===== src/rtl/div_arbiter_if.sv =====
// Bundles the requester, response and shared-divider signals of div_arbiter.
// The slave modport is the arbiter's view; master is the surrounding system
// (requesters, response consumer and the divider itself).
interface div_arbiter_if #(
    parameter int WIDTH = 32
);
    // requester 0 / 1
    logic                 rq0_valid;
    logic                 rq1_valid;
    logic [2*WIDTH-1:0]   rq0_numerator;
    logic [2*WIDTH-1:0]   rq1_numerator;
    logic [WIDTH-1:0]     rq0_denominator;
    logic [WIDTH-1:0]     rq1_denominator;
    logic                 rq0_ready;
    logic                 rq1_ready;
    // response
    logic                 rsp_valid;
    logic                 rsp_id;
    logic [WIDTH-1:0]     rsp_quotient;
    logic [WIDTH-1:0]     rsp_remainder;
    logic [1:0]           rsp_fault;
    // shared divider
    logic                 div_start;
    logic [2*WIDTH-1:0]   div_numerator;
    logic [WIDTH-1:0]     div_denominator;
    logic [WIDTH-1:0]     div_quotient;
    logic [WIDTH-1:0]     div_remainder;
    logic                 div_done;

    modport slave (
        input  rq0_valid, rq1_valid, rq0_numerator, rq1_numerator,
               rq0_denominator, rq1_denominator,
        output rq0_ready, rq1_ready,
        output rsp_valid, rsp_id, rsp_quotient, rsp_remainder, rsp_fault,
        output div_start, div_numerator, div_denominator,
        input  div_quotient, div_remainder, div_done
    );

    modport master (
        output rq0_valid, rq1_valid, rq0_numerator, rq1_numerator,
               rq0_denominator, rq1_denominator,
        input  rq0_ready, rq1_ready,
        input  rsp_valid, rsp_id, rsp_quotient, rsp_remainder, rsp_fault,
        input  div_start, div_numerator, div_denominator,
        output div_quotient, div_remainder, div_done
    );
endinterface


===== src/rtl/div_arbiter.sv =====
// Two-requester round-robin front end for a single shared divider.
// Operands are pre-checked for divide-by-zero and quotient overflow at grant
// time so bad operations never reach the divider; a watchdog bounds both the
// wait for the divider to go busy and the wait for it to finish.
module div_arbiter #(
    parameter int WIDTH   = 32,
    parameter int TIMEOUT = 255
) (
    input  logic         clock,
    input  logic         reset,
    div_arbiter_if.slave bus
);
    // Watchdog counts 0..TIMEOUT-1; the wait expires in the cycle it holds TIMEOUT-1.
    localparam int WD_W = (TIMEOUT < 2) ? 1 : $clog2(TIMEOUT);
    localparam logic [WD_W-1:0] WD_LAST = WD_W'(TIMEOUT - 1);
    localparam logic [WD_W-1:0] WD_ONE  = WD_W'(1);

    localparam logic [1:0] CODE_OK      = 2'd0;
    localparam logic [1:0] CODE_DIVZERO = 2'd1;
    localparam logic [1:0] CODE_OVFL    = 2'd2;
    localparam logic [1:0] CODE_TIMEOUT = 2'd3;

    typedef enum logic [2:0] {
        IDLE, ISSUE, WAIT_BUSY, WAIT_DONE, RESP, FAULT
    } state_t;

    state_t               state_q, state_d;
    logic                 last_grant_q, last_grant_d;
    logic                 id_q, id_d;
    logic [2*WIDTH-1:0]   num_q, num_d;
    logic [WIDTH-1:0]     den_q, den_d;
    logic [WD_W-1:0]      wd_q, wd_d;
    logic                 rsp_valid_q, rsp_valid_d;
    logic                 rsp_id_q, rsp_id_d;
    logic [WIDTH-1:0]     rsp_quo_q, rsp_quo_d;
    logic [WIDTH-1:0]     rsp_rem_q, rsp_rem_d;
    logic [1:0]           rsp_fault_q, rsp_fault_d;

    logic                 gnt_id;
    logic [2*WIDTH-1:0]   sel_num;
    logic [WIDTH-1:0]     sel_den;

    // Round-robin pick: on a contest, the requester not granted last wins.
    always_comb begin
        gnt_id = 1'b0;
        if (bus.rq0_valid && bus.rq1_valid) begin
            gnt_id = ~last_grant_q;
        end else begin
            gnt_id = bus.rq1_valid;
        end
        sel_num = gnt_id ? bus.rq1_numerator   : bus.rq0_numerator;
        sel_den = gnt_id ? bus.rq1_denominator : bus.rq0_denominator;
    end

    // Next-state, grant, divider strobe and response loading.
    always_comb begin
        state_d       = state_q;
        last_grant_d  = last_grant_q;
        id_d          = id_q;
        num_d         = num_q;
        den_d         = den_q;
        wd_d          = wd_q;
        rsp_valid_d   = 1'b0;
        rsp_id_d      = rsp_id_q;
        rsp_quo_d     = rsp_quo_q;
        rsp_rem_d     = rsp_rem_q;
        rsp_fault_d   = rsp_fault_q;
        bus.rq0_ready = 1'b0;
        bus.rq1_ready = 1'b0;
        bus.div_start = 1'b0;

        case (state_q)
            IDLE: begin
                if (bus.div_done && (bus.rq0_valid || bus.rq1_valid)) begin
                    bus.rq0_ready = ~gnt_id;
                    bus.rq1_ready = gnt_id;
                    last_grant_d  = gnt_id;
                    id_d          = gnt_id;
                    num_d         = sel_num;
                    den_d         = sel_den;
                    wd_d          = '0;
                    if (sel_den == '0 || sel_num[2*WIDTH-1:WIDTH] >= sel_den) begin
                        // Rejected operations answer next cycle without touching the divider.
                        state_d     = FAULT;
                        rsp_valid_d = 1'b1;
                        rsp_id_d    = gnt_id;
                        rsp_quo_d   = '0;
                        rsp_rem_d   = '0;
                        rsp_fault_d = (sel_den == '0) ? CODE_DIVZERO : CODE_OVFL;
                    end else begin
                        state_d = ISSUE;
                    end
                end
            end
            ISSUE: begin
                bus.div_start = 1'b1;
                wd_d          = '0;
                state_d       = WAIT_BUSY;
            end
            WAIT_BUSY: begin
                if (!bus.div_done) begin
                    wd_d    = '0;
                    state_d = WAIT_DONE;
                end else if (wd_q == WD_LAST) begin
                    state_d     = FAULT;
                    rsp_valid_d = 1'b1;
                    rsp_id_d    = id_q;
                    rsp_quo_d   = '0;
                    rsp_rem_d   = '0;
                    rsp_fault_d = CODE_TIMEOUT;
                end else begin
                    wd_d = wd_q + WD_ONE;
                end
            end
            WAIT_DONE: begin
                if (bus.div_done) begin
                    state_d     = RESP;
                    rsp_valid_d = 1'b1;
                    rsp_id_d    = id_q;
                    rsp_quo_d   = bus.div_quotient;
                    rsp_rem_d   = bus.div_remainder;
                    rsp_fault_d = CODE_OK;
                end else if (wd_q == WD_LAST) begin
                    state_d     = FAULT;
                    rsp_valid_d = 1'b1;
                    rsp_id_d    = id_q;
                    rsp_quo_d   = '0;
                    rsp_rem_d   = '0;
                    rsp_fault_d = CODE_TIMEOUT;
                end else begin
                    wd_d = wd_q + WD_ONE;
                end
            end
            RESP:    state_d = IDLE;
            FAULT:   state_d = IDLE;
            default: state_d = IDLE;
        endcase
    end

    // State and datapath registers; reset drops any in-flight operation.
    always_ff @(posedge clock) begin
        if (reset) begin
            state_q      <= IDLE;
            last_grant_q <= 1'b1;
            id_q         <= 1'b0;
            num_q        <= '0;
            den_q        <= '0;
            wd_q         <= '0;
            rsp_valid_q  <= 1'b0;
            rsp_id_q     <= 1'b0;
            rsp_quo_q    <= '0;
            rsp_rem_q    <= '0;
            rsp_fault_q  <= '0;
        end else begin
            state_q      <= state_d;
            last_grant_q <= last_grant_d;
            id_q         <= id_d;
            num_q        <= num_d;
            den_q        <= den_d;
            wd_q         <= wd_d;
            rsp_valid_q  <= rsp_valid_d;
            rsp_id_q     <= rsp_id_d;
            rsp_quo_q    <= rsp_quo_d;
            rsp_rem_q    <= rsp_rem_d;
            rsp_fault_q  <= rsp_fault_d;
        end
    end

    assign bus.div_numerator   = num_q;
    assign bus.div_denominator = den_q;
    assign bus.rsp_valid       = rsp_valid_q;
    assign bus.rsp_id          = rsp_id_q;
    assign bus.rsp_quotient    = rsp_quo_q;
    assign bus.rsp_remainder   = rsp_rem_q;
    assign bus.rsp_fault       = rsp_fault_q;
endmodule


===== src/flat_wrapper.sv =====
// flat-port wrapper written by rule: the top's interface ports become plain ports
module div_arbiter_flat 
#(
    parameter int WIDTH   = 32,
    parameter int TIMEOUT = 255
)
  (clock, reset, bus_rq0_valid, bus_rq1_valid, bus_rq0_numerator, bus_rq1_numerator, bus_rq0_denominator, bus_rq1_denominator, bus_rq0_ready, bus_rq1_ready, bus_rsp_valid, bus_rsp_id, bus_rsp_quotient, bus_rsp_remainder, bus_rsp_fault, bus_div_start, bus_div_numerator, bus_div_denominator, bus_div_quotient, bus_div_remainder, bus_div_done);
  div_arbiter_if #(.WIDTH(WIDTH)) bus_i ();
  input  logic clock;
  input  logic reset;
  input wire logic [$bits(bus_i.rq0_valid)-1:0] bus_rq0_valid;
  input wire logic [$bits(bus_i.rq1_valid)-1:0] bus_rq1_valid;
  input wire logic [$bits(bus_i.rq0_numerator)-1:0] bus_rq0_numerator;
  input wire logic [$bits(bus_i.rq1_numerator)-1:0] bus_rq1_numerator;
  input wire logic [$bits(bus_i.rq0_denominator)-1:0] bus_rq0_denominator;
  input wire logic [$bits(bus_i.rq1_denominator)-1:0] bus_rq1_denominator;
  output wire logic [$bits(bus_i.rq0_ready)-1:0] bus_rq0_ready;
  output wire logic [$bits(bus_i.rq1_ready)-1:0] bus_rq1_ready;
  output wire logic [$bits(bus_i.rsp_valid)-1:0] bus_rsp_valid;
  output wire logic [$bits(bus_i.rsp_id)-1:0] bus_rsp_id;
  output wire logic [$bits(bus_i.rsp_quotient)-1:0] bus_rsp_quotient;
  output wire logic [$bits(bus_i.rsp_remainder)-1:0] bus_rsp_remainder;
  output wire logic [$bits(bus_i.rsp_fault)-1:0] bus_rsp_fault;
  output wire logic [$bits(bus_i.div_start)-1:0] bus_div_start;
  output wire logic [$bits(bus_i.div_numerator)-1:0] bus_div_numerator;
  output wire logic [$bits(bus_i.div_denominator)-1:0] bus_div_denominator;
  input wire logic [$bits(bus_i.div_quotient)-1:0] bus_div_quotient;
  input wire logic [$bits(bus_i.div_remainder)-1:0] bus_div_remainder;
  input wire logic [$bits(bus_i.div_done)-1:0] bus_div_done;
  assign bus_i.rq0_valid = bus_rq0_valid;
  assign bus_i.rq1_valid = bus_rq1_valid;
  assign bus_i.rq0_numerator = bus_rq0_numerator;
  assign bus_i.rq1_numerator = bus_rq1_numerator;
  assign bus_i.rq0_denominator = bus_rq0_denominator;
  assign bus_i.rq1_denominator = bus_rq1_denominator;
  assign bus_rq0_ready = bus_i.rq0_ready;
  assign bus_rq1_ready = bus_i.rq1_ready;
  assign bus_rsp_valid = bus_i.rsp_valid;
  assign bus_rsp_id = bus_i.rsp_id;
  assign bus_rsp_quotient = bus_i.rsp_quotient;
  assign bus_rsp_remainder = bus_i.rsp_remainder;
  assign bus_rsp_fault = bus_i.rsp_fault;
  assign bus_div_start = bus_i.div_start;
  assign bus_div_numerator = bus_i.div_numerator;
  assign bus_div_denominator = bus_i.div_denominator;
  assign bus_i.div_quotient = bus_div_quotient;
  assign bus_i.div_remainder = bus_div_remainder;
  assign bus_i.div_done = bus_div_done;
  div_arbiter #(.WIDTH(WIDTH), .TIMEOUT(TIMEOUT)) u_core (.clock(clock), .reset(reset), .bus(bus_i));
endmodule

===== config.mk =====
export PLATFORM = sky130hd
export DESIGN_NAME = div_arbiter_flat
export DESIGN_NICKNAME = d
export VERILOG_FILES = /design/src/rtl/div_arbiter_if.sv /design/src/rtl/div_arbiter.sv /design/src/flat_wrapper.sv
export SDC_FILE = /design/constraint.sdc
export NUM_CORES = 1
export LEC_CHECK = 0
export ABC_AREA = 1
export BUFFER_PORTS_ARGS = -buffer_cell sky130_fd_sc_hd__buf_2
export CORE_MARGIN = 3
export CORE_UTILIZATION = 30
export CTS_BUF_LIST = sky130_fd_sc_hd__clkbuf_8
export CTS_CLUSTER_SIZE = 10
export DETAILED_ROUTE_END_ITERATION = 16
export PLACE_DENSITY = 0.58
export SETUP_SLACK_MARGIN = 0.4
export SLEW_MARGIN = 25
export SYNTH_ARGS = -nofsm -noshare
export SYNTH_HDL_FRONTEND = slang
export SYNTH_SLANG_ARGS = --single-unit
export TNS_END_PERCENT = 10

===== constraint.sdc =====
create_clock -name clock -period 2.8 [get_ports clock]
set_input_delay 0.28 -clock clock [delete_from_list [all_inputs] [get_ports clock]]
set_output_delay 0.28 -clock clock [all_outputs]
set_load 0.05 [all_outputs]

==> results of run 1 <==
logic make-up (layout without fill, tap and decap cells):
kind of cell,count (synthesis),count (layout),synth area share [%]
flops,177,177,36.81
fa+ha+maj,34,34,4.419
mux,1,1,0.1040
buf+inv,219,671,9.176
other cells,0,3,0
compound gates,351,351,19.66
xor+xnor,2,2,0.1820
simple gates,673,675,29.65
cells in the mapped netlist, drive strengths merged, types with 2 or more instances:
library cell  count
inv             110
buf              41
clkbuf           67
nand4             4
xor2              2
a31oi            63
o311ai            6
ha               34
nor3              8
nor2             98
nand3           129
nand2           398
dfxtp           177
o31ai             3
nand3b           35
a21oi           137
o21ai           133
o211ai            3
state kept, by name, indices dropped and copies added, names as in the netlist:
name / flops
u_core.wd_q: 8
u_core.bus.rsp_valid: 1
u_core.bus.div_numerator: 64
u_core.id_q: 1
u_core.last_grant_q: 1
u_core.bus.rsp_id: 1
u_core.bus.rsp_quotient: 32
u_core.bus.rsp_fault: 2
u_core.bus.div_denominator: 32
u_core.state_q: 3
u_core.bus.rsp_remainder: 32
worst max-delay path, delay by kind of cell (launching register included):
kind	cells	cell delay [ns]
adder cells (fa/ha/maj)	1	0.27
flip-flops	1	0.35
AND/OR/NAND/NOR	10	1.09
AO/OA/AOI/OAI	3	0.53
buffers and inverters	2	0.36
layer usage:
layer  up-vias  GRT usage, %  routed length (um)
li1       5755             -                   -
met3        56         4.694                2816
met2       432         35.26               18400
met5         -             0                  66
met1      5184         26.75               16520
met4        10         6.813                 893
per-stage QoR:
stage	setup slack [ns]	cells
floorplan	0.4061	1457
finish	0.08025	2310
global placement	-0.1561	2261
global route	-0.1304	2310
CTS	0.06918	2296
detailed placement	-0.1692	2261
report_power, final:
group          switching (uW)  leakage, uW  total [uW]  internal, uW
logic                    5070      0.00519        7070          2000
clock network            1170     0.000192        1850           677
registers                 417      0.00145        3630          3210
total                    6660      0.00684       12600          5890
worst max path at each step:
stage                        startpoint                          end  slack (ns)  cells after the start
floorplan                 bus_rq1_valid  u_core.bus.rsp_quotient[10]        0.41                     19
detailed placement        bus_rq0_valid   u_core.bus.rsp_quotient[1]       -0.17                     19
global route        u_core.last_grant_q  u_core.bus.rsp_remainder[8]       -0.13                     17
CTS                 u_core.last_grant_q   u_core.bus.rsp_quotient[1]        0.07                     22
finish              u_core.last_grant_q  u_core.bus.rsp_remainder[2]        0.08                     16
global placement          bus_rq0_valid      u_core.bus.rsp_fault[1]       -0.16                     18
what timing repair did:
item	in CTS	in global routing
resized for setup	12	36
pin swaps	2	5
setup endpoints to repair	71	73
cloned	1	11
setup buffers	2	0
layout make-up:
cell class,count,share of cell area (%)
well taps,396,3.647
repair buffers,528,23.46
clock inverters,15,1.234
flip-flops and latches,177,26.09
inverters,111,3.223
multi-input cells,1063,40.57
clock buffers,17,1.722
diodes,3,0.05525
==> flow_summary.yaml, run 1 <==
worst_setup_path:
  crit_top_cell: "nand2_1"
  r2r_cells: 16
  worstReg2RegStart: "u_core.last_grant_q"
  r2r_end: "u_core.bus.rsp_remainder[2]"
  cp_cell_sequence: "nand2_4 > nand2_8 > buf_8 > o21ai_1 > ha_1 > nand2_1 > o21ai_0 > a21oi_1 > nand2_1 > nand2_2 > nand3_4 > nand2_8 > clkbuf_16 > nand3_1 > nand2_1 > nor2_1"
  slowest_stage: "dfxtp_2"
  critPathRequiredTime_ns: 3.17
  cp_max_fo: 18
  crit_arrival_ns: 3.09
  start_kind: "flip-flop"
  slowest_delay_ns: 0.35
  criticalPathCategory: "flip-flop to flip-flop"
  reg2reg_slack_ns: 0.08
  crit_path_end_kind: "flip-flop"
clocking:
  path_clk_slew_ns: 0.11
  cts_max_level: 4
  clockBufferDepth: 2
  cts_root_buf: "clkbuf_8"
  clk_latency_ns: 0.48
  cts_num_sinks: 177
  holdBufCountCts: 0
  cts_tree: "yes"
  cts_made_buffers: 17
synthesis:
  ys_warn_count: 0
  syn_inst: 1457
  async_reset_ff_share_pct: 0
  syn_area_sq_um: 9627
  syn-num-nets: 1752
  seq_area_frac_synth_pct: 36.81
  synth-edff-count: 0
  syn_avg_cell_area_sq_um: 6.607
  synth_top_area_share_pct: 36.81
  synthTopCellsByArea: "dfxtp_1, nand2_1, a21oi_1"
  synth.distinct_cells: 33
  synth.largest_area_cell: "dfxtp_1"
  dominantRegCellSynth: "dfxtp_1"
  ys_ff_latch: 177
grt:
  grt_pass1_wl_mm: 57.17
  grt_pass1_vias: 10710
  grt-ovfl-total: 0
  grt_usage_pct: 20.98
  antenna_found_initial: 8
  grt_max_degree: 131
hold_path:
  hp-class: "primary input to flip-flop"
  min_to: "u_core.bus.div_numerator[11]"
  hp-start: "bus_rq1_numerator[11]"
  whs_path_depth: 3
finish:
  layout_common_cells: "buf_2, nand2_1, dfxtp_1"
  regArea_sq_um: 3545
  final_util_pct: 43.73
  final_common_cell: "buf_2"
  syn2layout_area_growth_pct: 41.14
  fin_nets: 2193
  multi_input_area_sq_um: 5513
  fill_cells: 3299
  drive_above_1_share_pct: 33.18
  stdcell_area_sq_um: 13590
timing:
  worst_slew_pin_slew_ns: 0.9423
  hold_viol_final: 0
  finalCritPeriodShare_pct: 97.13
  finalCriticalPeriod_ns: 2.720
  setup_violations: 0
  clock_skew_ns: 0.02560
  worst_hold_slack_ns: 0.06130
  fin_setup_tns_ns: 0
  max_clock_freq_ghz: 0.3677
  slew_violations: 0
  rsz0062_at_grt: "yes"
  timing.slew.headroom_pct: 36.69
detailed_routing:
  drtIter0Drc: 767
  dr.pass1.iters: 5
  antenna_left: 0
  viasPerCell: 4.951
  avgRoutedWirePerCell_um: 16.75
  route.detailed.drc: 0
  vias: 11440
  wl_mm: 38.70
floorplan:
  die_width_um: 185.1
  io_pins: 428
  placement_rows: 64
  die_area_sq_um: 34280
  core_sq_um: 31070
  initial_core_util_pct: 30.98
  dieHeight_um: 185.1
pwr:
  p_leak_uw: 0.006835
  fin_total_pwr_uw: 12560
  powerDensity_nw_per_um2: 924.1
  peakVddDrop_v: 0.0004297
job:
  max-cap-violations: 0
placement:
  placed_area_sq_um: 12730
  gp_congestion: 0.8653
  io_buffer_count: 427
  hpwl_mm: 28.12
run_status:
  outcome: "finished clean"
Power figures use the tool's default switching activity.
==> inputs of run 2 (changes only) <==
Settings changed: CORE_MARGIN 3 to default, RECOVER_POWER from default to 25.
==> run 2 against run 1 <==
Combinational power increased by 2.8%. Total power grew 1.8%. Via count up 1.2%. Setup slack improved by 0.022 ns. Clock power about the same. Sequential share of layout area fell by 0.93 points. Cell count about the same. Global-route usage increased by 1.3 points. Maximum frequency grew 0.82%. Routed wire length down 0.53%. Critical endpoint is now u_core.bus.rsp_quotient[29].
==> flow_summary.yaml, run 2 (synthesis results as in run 1) <==
pwr:
  peakVddDrop_v: 0.0004078
  powerDensity_nw_per_um2: 907.4
  fin_total_pwr_uw: 12780
  p_leak_uw: 0.006653
placement:
  io_buffer_count: 427
  gp_congestion: 0.8838
  placedCellCount: 2251
  hpwl_mm: 26.92
timing:
  worst_slew_pin_slew_ns: 0.9635
  max_clock_freq_ghz: 0.3707
  finalCritPeriodShare_pct: 96.35
  rsz0062_at_grt: "yes"
  hold_viol_final: 0
  clock_skew_ns: 0.01680
  timing.slew.headroom_pct: 35.27
  worst_hold_slack_ns: 0.05235
  slew_violations: 0
  fin_setup_tns_ns: 0
  finalCriticalPeriod_ns: 2.698
  setup_violations: 0
worst_setup_path:
  worstReg2RegStart: "u_core.last_grant_q"
  r2r_cells: 18
  cp_max_fo: 13
  criticalPathCategory: "flip-flop to flip-flop"
  crit_top_cell: "nand2_4"
  slowest_stage: "dfxtp_2"
  crit_arrival_ns: 3.08
  r2r_end: "u_core.bus.rsp_quotient[29]"
  cp_cell_sequence: "nand2_4 > nand2_8 > buf_12 > clkbuf_16 > nand2_4 > nand2_2 > ha_4 > nand2_1 > inv_1 > nand4_1 > nor2_2 > nand2_2 > nand3_2 > nand2_4 > buf_4 > clkbuf_16 > a21oi_1 > nor2_1"
  critPathBufInv: 5
  reg2reg_slack_ns: 0.10
  crit_family: "simple AND/OR/NAND/NOR gates"
  start_kind: "flip-flop"
  slowest_delay_ns: 0.34
  crit_path_end_kind: "flip-flop"
  critPathRequiredTime_ns: 3.18
job:
  max-cap-violations: 0
floorplan:
  die_width_um: 181.1
  die_area_sq_um: 32810
  placement_rows: 65
  core_sq_um: 31560
  initial_core_util_pct: 30.51
  dieHeight_um: 181.1
  io_pins: 428
finish:
  syn2layout_area_growth_pct: 46.35
  fill_cells: 3267
  layout_common_cells: "buf_2, nand2_1, dfxtp_1"
  fin_nets: 2186
  drive_above_1_share_pct: 34.47
  final_common_cell: "buf_2"
  final_cells: 2309
  largest_reg_flops: 64
detailed_routing:
  route.detailed.drc: 0
  avgRoutedWirePerCell_um: 16.67
  vias: 11570
  viasPerCell: 5.011
  wl_mm: 38.49
  dr.pass1.iters: 5
  drtIter0Drc: 598
  antenna_left: 0
clocking:
  clk_latency_ns: 0.49
  holdBufCountCts: 0
  cts_root_buf: "clkbuf_8"
  cts_num_sinks: 177
  cts_made_buffers: 17
  clockBufferDepth: 2
  cts_max_level: 4
  path_clk_slew_ns: 0.09
  cts_tree: "yes"
hold_path:
  min_to: "u_core.bus.div_numerator[13]"
  hp-start: "bus_rq1_numerator[13]"
  hp-class: "primary input to flip-flop"
  whs_path_depth: 3
grt:
  grt_pass1_vias: 10740
  grt-ovfl-total: 0
  grt_max_degree: 90
  antenna_found_initial: 7
  grt_pass1_wl_mm: 57.79
  grt_usage_pct: 22.27
run_status:
  outcome: "finished clean"
## run 2: cell types whose count changed in the layout (fill, tap and decap cells not counted), sizes merged
cell / previous run / this run
clkinvlp: 3 / 4
bufinv: 0 / 2
nand2: 400 / 398
clkinv: 5 / 3
clkbuf: 24 / 110
buf: 521 / 435
inv: 118 / 111
diode: 3 / 4
## run 2: worst max-delay path by stage
stage / slack [ns] / to / cells after the start / from
floorplan: 0.41 / u_core.bus.rsp_quotient[10] / 19 / bus_rq1_valid
global placement: -0.11 / u_core.bus.rsp_remainder[4] / 22 / bus_rq0_valid
detailed placement: -0.13 / u_core.bus.rsp_remainder[9] / 19 / bus_rq0_valid
CTS: 0.07 / u_core.bus.rsp_quotient[29] / 20 / u_core.last_grant_q
global route: -0.04 / u_core.bus.rsp_fault[1] / 21 / u_core.last_grant_q
finish: 0.10 / u_core.bus.rsp_quotient[29] / 18 / u_core.last_grant_q
## run 2: per-stage QoR
stage | area (sq um) | utilization [%] | setup slack, ns
2_1_floorplan | 9841 | - | 0.4061
3_3_place_gp | 12580 | 39.88 | -0.1121
3_5_place_dp | 12580 | 39.88 | -0.1300
4_1_cts | 13300 | 42.16 | 0.07066
5_1_grt | 14080 | 44.63 | -0.03844
6_report | 14090 | 44.65 | 0.1023
## run 2: repair_timing
| action | CTS | global route |
|---|---|---|
| gates resized for setup | 36 | 149 |
| endpoints found under the setup margin | 71 | 79 |
| setup buffers | 7 | 4 |
| gates cloned | 4 | 8 |
| pin swaps | 8 | 65 |
## run 2: report_power, final
part	internal (uW)	switching [uW]	total (uW)
sequential	3210	418	3630
combinational	2090	5180	7270
clock	903	982	1880
## run 2: layout make-up
type,instances,area (sq um),area share [%]
Multi-Input combinational cell,1061,6042,42.89
Sequential cell,177,3545,25.16
Timing Repair Buffer,523,3154,22.39
Tap cell,402,503.0,3.570
Inverter,111,426.7,3.028
Clock buffer,22,302.8,2.149
Clock inverter,9,105.1,0.7460
Antenna cell,4,10.01,0.07105
## run 2: worst register-to-register path, delay by kind of cell, from the launching register on
| kind | cells | cell delay (ns) |
|---|---|---|
| adders and majority gates | 1 | 0.27 |
| AOI/OAI and AO/OA | 1 | 0.13 |
| buffers and inverters | 5 | 0.74 |
| DFF | 1 | 0.34 |
| and+or+nand+nor | 11 | 1.13 |
## run 2: layer usage
layer  wire length (um)  vias to the layer above  global-route usage [%]  share of wire [%]
met5                 32                        -                       0              0.083
met4                725                        6                   7.085                1.9
met3               2410                       50                   5.019                6.3
met2              19070                      430                   38.05                 50
met1              16260                     5352                   27.61                 42
li1                   -                     5732                       -                  -
==> inputs of run 3 (changes only) <==
Settings changed: CORE_ASPECT_RATIO from default to 0.5, SETUP_SLACK_MARGIN 0.4 to default.
==> run 3 against run 2 <==
Via count is 1.9% lower. Core utilization is 0.37 points higher. Sequential cell count stayed put. Sequential share of layout area is 0.31 points higher. First-iteration DRC count is 35% higher. Cell area is 1.2% lower. Die area is 0.13% higher. Global-route usage is 0.16 points higher. Maximum frequency is 0.41% lower. Clock-buffer cell count is 4 lower. Setup slack worse by 0.011 ns. Critical path type unchanged. Highest routed layer unchanged.
==> flow_summary.yaml, run 3 (synthesis results as in run 1) <==
grt:
  grt-ovfl-total: 0
  antenna_found_initial: 4
  grt_pass1_vias: 10430
  grt_max_degree: 83
  grt_usage_pct: 22.44
  grt_pass1_wl_mm: 58.22
timing:
  timing.slew.headroom_pct: 35.84
  setup_violations: 0
  finalCritPeriodShare_pct: 96.74
  rsz0062_at_grt: "yes"
  worst_slew_pin_slew_ns: 0.9550
  hold_viol_final: 0
  max_clock_freq_ghz: 0.3692
  slew_violations: 0
  worst_slack_ns: 0.09117
  clock_skew_ns: 0.01456
  finalCriticalPeriod_ns: 2.709
clocking:
  path_clk_slew_ns: 0.11
  cts_num_sinks: 177
  clk_latency_ns: 0.50
  cts_root_buf: "clkbuf_8"
  cts_tree: "yes"
  cts_made_buffers: 17
  clockBufferDepth: 2
  cts_max_level: 4
worst_setup_path:
  critPathRequiredTime_ns: 3.20
  slowest_delay_ns: 0.34
  crit_path_end_kind: "flip-flop"
  crit_arrival_ns: 3.11
  criticalPathCategory: "flip-flop to flip-flop"
  r2r_cells: 21
  slowest_stage: "dfxtp_2"
  crit_top_cell: "nand2_1"
  start_kind: "flip-flop"
  cp_max_fo: 11
  cp_cell_sequence: "nand2_4 > nand2_8 > buf_12 > buf_16 > nand2_1 > nand2_1 > ha_1 > a21oi_1 > nor2_1 > nor2_1 > nand3_2 > nand2_1 > nand2_1 > nand2_2 > nand3_4 > buf_4 > nand2_4 > buf_4 > nand3b_1 > nand2_1 > nor2_1"
finish:
  final_util_pct: 45.02
  fill_cells: 3273
  largest_reg_flops: 64
  multi_input_area_sq_um: 5702
  layout_common_cells: "nand2_1, buf_2, dfxtp_1"
  drive_above_1_share_pct: 31.37
  regArea_sq_um: 3545
  fin_nets: 2220
  final_common_cell: "nand2_1"
  syn2layout_area_growth_pct: 44.55
hold_path:
  hp-class: "primary input to flip-flop"
  whs_path_depth: 3
floorplan:
  initial_core_util_pct: 31.14
  die_width_um: 255.3
  io_pins: 428
  die_area_sq_um: 32850
  core_sq_um: 30910
  dieHeight_um: 128.7
  placement_rows: 45
pwr:
  peakVddDrop_v: 0.0003437
  powerDensity_nw_per_um2: 919.4
  p_leak_uw: 0.006688
detailed_routing:
  vias: 11350
  drtIter0Drc: 806
  avgRoutedWirePerCell_um: 16.41
  antenna_left: 0
  viasPerCell: 4.800
  wl_mm: 38.80
  dr.pass1.iters: 5
  route.detailed.drc: 0
placement:
  gp_congestion: 0.8491
  hpwl_mm: 27.32
  pre_cts_slack_ns: -0.1801
  io_buffer_count: 427
job:
  max-cap-violations: 0
run_status:
  outcome: "finished clean"
## run 3: changes by cell type in the layout (fill, tap and decap cells not counted), moves of 8 or more
cell | previous run | this run
a21oi_1 | 89 | 113
a21oi_2 | 48 | 22
buf_2 | 344 | 353
buf_4 | 65 | 105
buf_6 | 10 | 1
dlygate4sd3_1 | 0 | 9
ha_1 | 14 | 24
ha_4 | 20 | 10
nand2_1 | 326 | 362
nand2_2 | 62 | 31
nand3_1 | 109 | 123
nand3_2 | 20 | 5
o21ai_1 | 9 | 1
## run 3: cell type report
| class | count | area share, % |
|---|---|---|
| multi-input cells | 1062 | 40.97 |
| flip-flops and latches | 177 | 25.47 |
| repair buffers | 556 | 23.35 |
| well taps | 423 | 3.803 |
| inverters | 111 | 3.120 |
| clock buffers | 18 | 1.780 |
| clock inverters | 14 | 1.448 |
| diodes | 3 | 0.05395 |
## run 3: report_power, final
| group | leakage (uW) | internal [uW] | switching, uW |
|---|---|---|---|
| sequential | 0.00145 | 3210 | 403 |
| combinational | 0.00502 | 1950 | 5120 |
| clock | 0.000215 | 1010 | 1100 |
| total | 0.00669 | 6170 | 6620 |
## run 3: final timing paths
path | from | endpoint | slack (ns)
max | u_core.last_grant_q | u_core.bus.rsp_remainder[18] | 0.09
min | bus_rq1_numerator[17] | u_core.bus.div_numerator[17] | 0.04
max reg2reg | u_core.last_grant_q | u_core.bus.rsp_remainder[18] | 0.09
min reg2reg | u_core.last_grant_q | u_core.last_grant_q | 0.49
## run 3: through the flow
step	instance area, sq um	TNS, ns	hold slack (ns)	instances	total power, uW
after detailed placement	12750	-8.910	0.4723	2308	10400
after global placement	12750	-7.791	0.4692	2308	10370
after floorplan	9627	0	0.4382	1457	8463
after CTS	13580	-0.1046	0.0009179	2357	12710
final	13920	0	0.03933	2364	12790
after global routing	13920	-1.532	0.005254	2364	13590
## run 3: critical path: cells and delay by family, from the launching register on
| family | cells | cell delay (ns) |
|---|---|---|
| flip-flops | 1 | 0.34 |
| AO/OA/AOI/OAI | 1 | 0.14 |
| adder cells (fa/ha/maj) | 1 | 0.31 |
| AND/OR/NAND/NOR | 15 | 1.19 |
| buffers and inverters | 4 | 0.62 |
## run 3: repair_timing
item,CTS,global route
endpoints found under the setup margin,67,68
resized for setup,29,90
endpoints found under the hold margin,6,2
pin swaps,3,23
hold buffers,7,2
buffers inserted,4,4
gates cloned,6,1
## run 3: metal layers
layer | vias to the layer above | routed length, um | track usage [%]
met5 | - | 13 | 0
met4 | 2 | 517 | 6.060
met3 | 33 | 1339 | 3.290
met2 | 275 | 18640 | 37.92
met1 | 5228 | 18290 | 29.98
li1 | 5809 | - | -
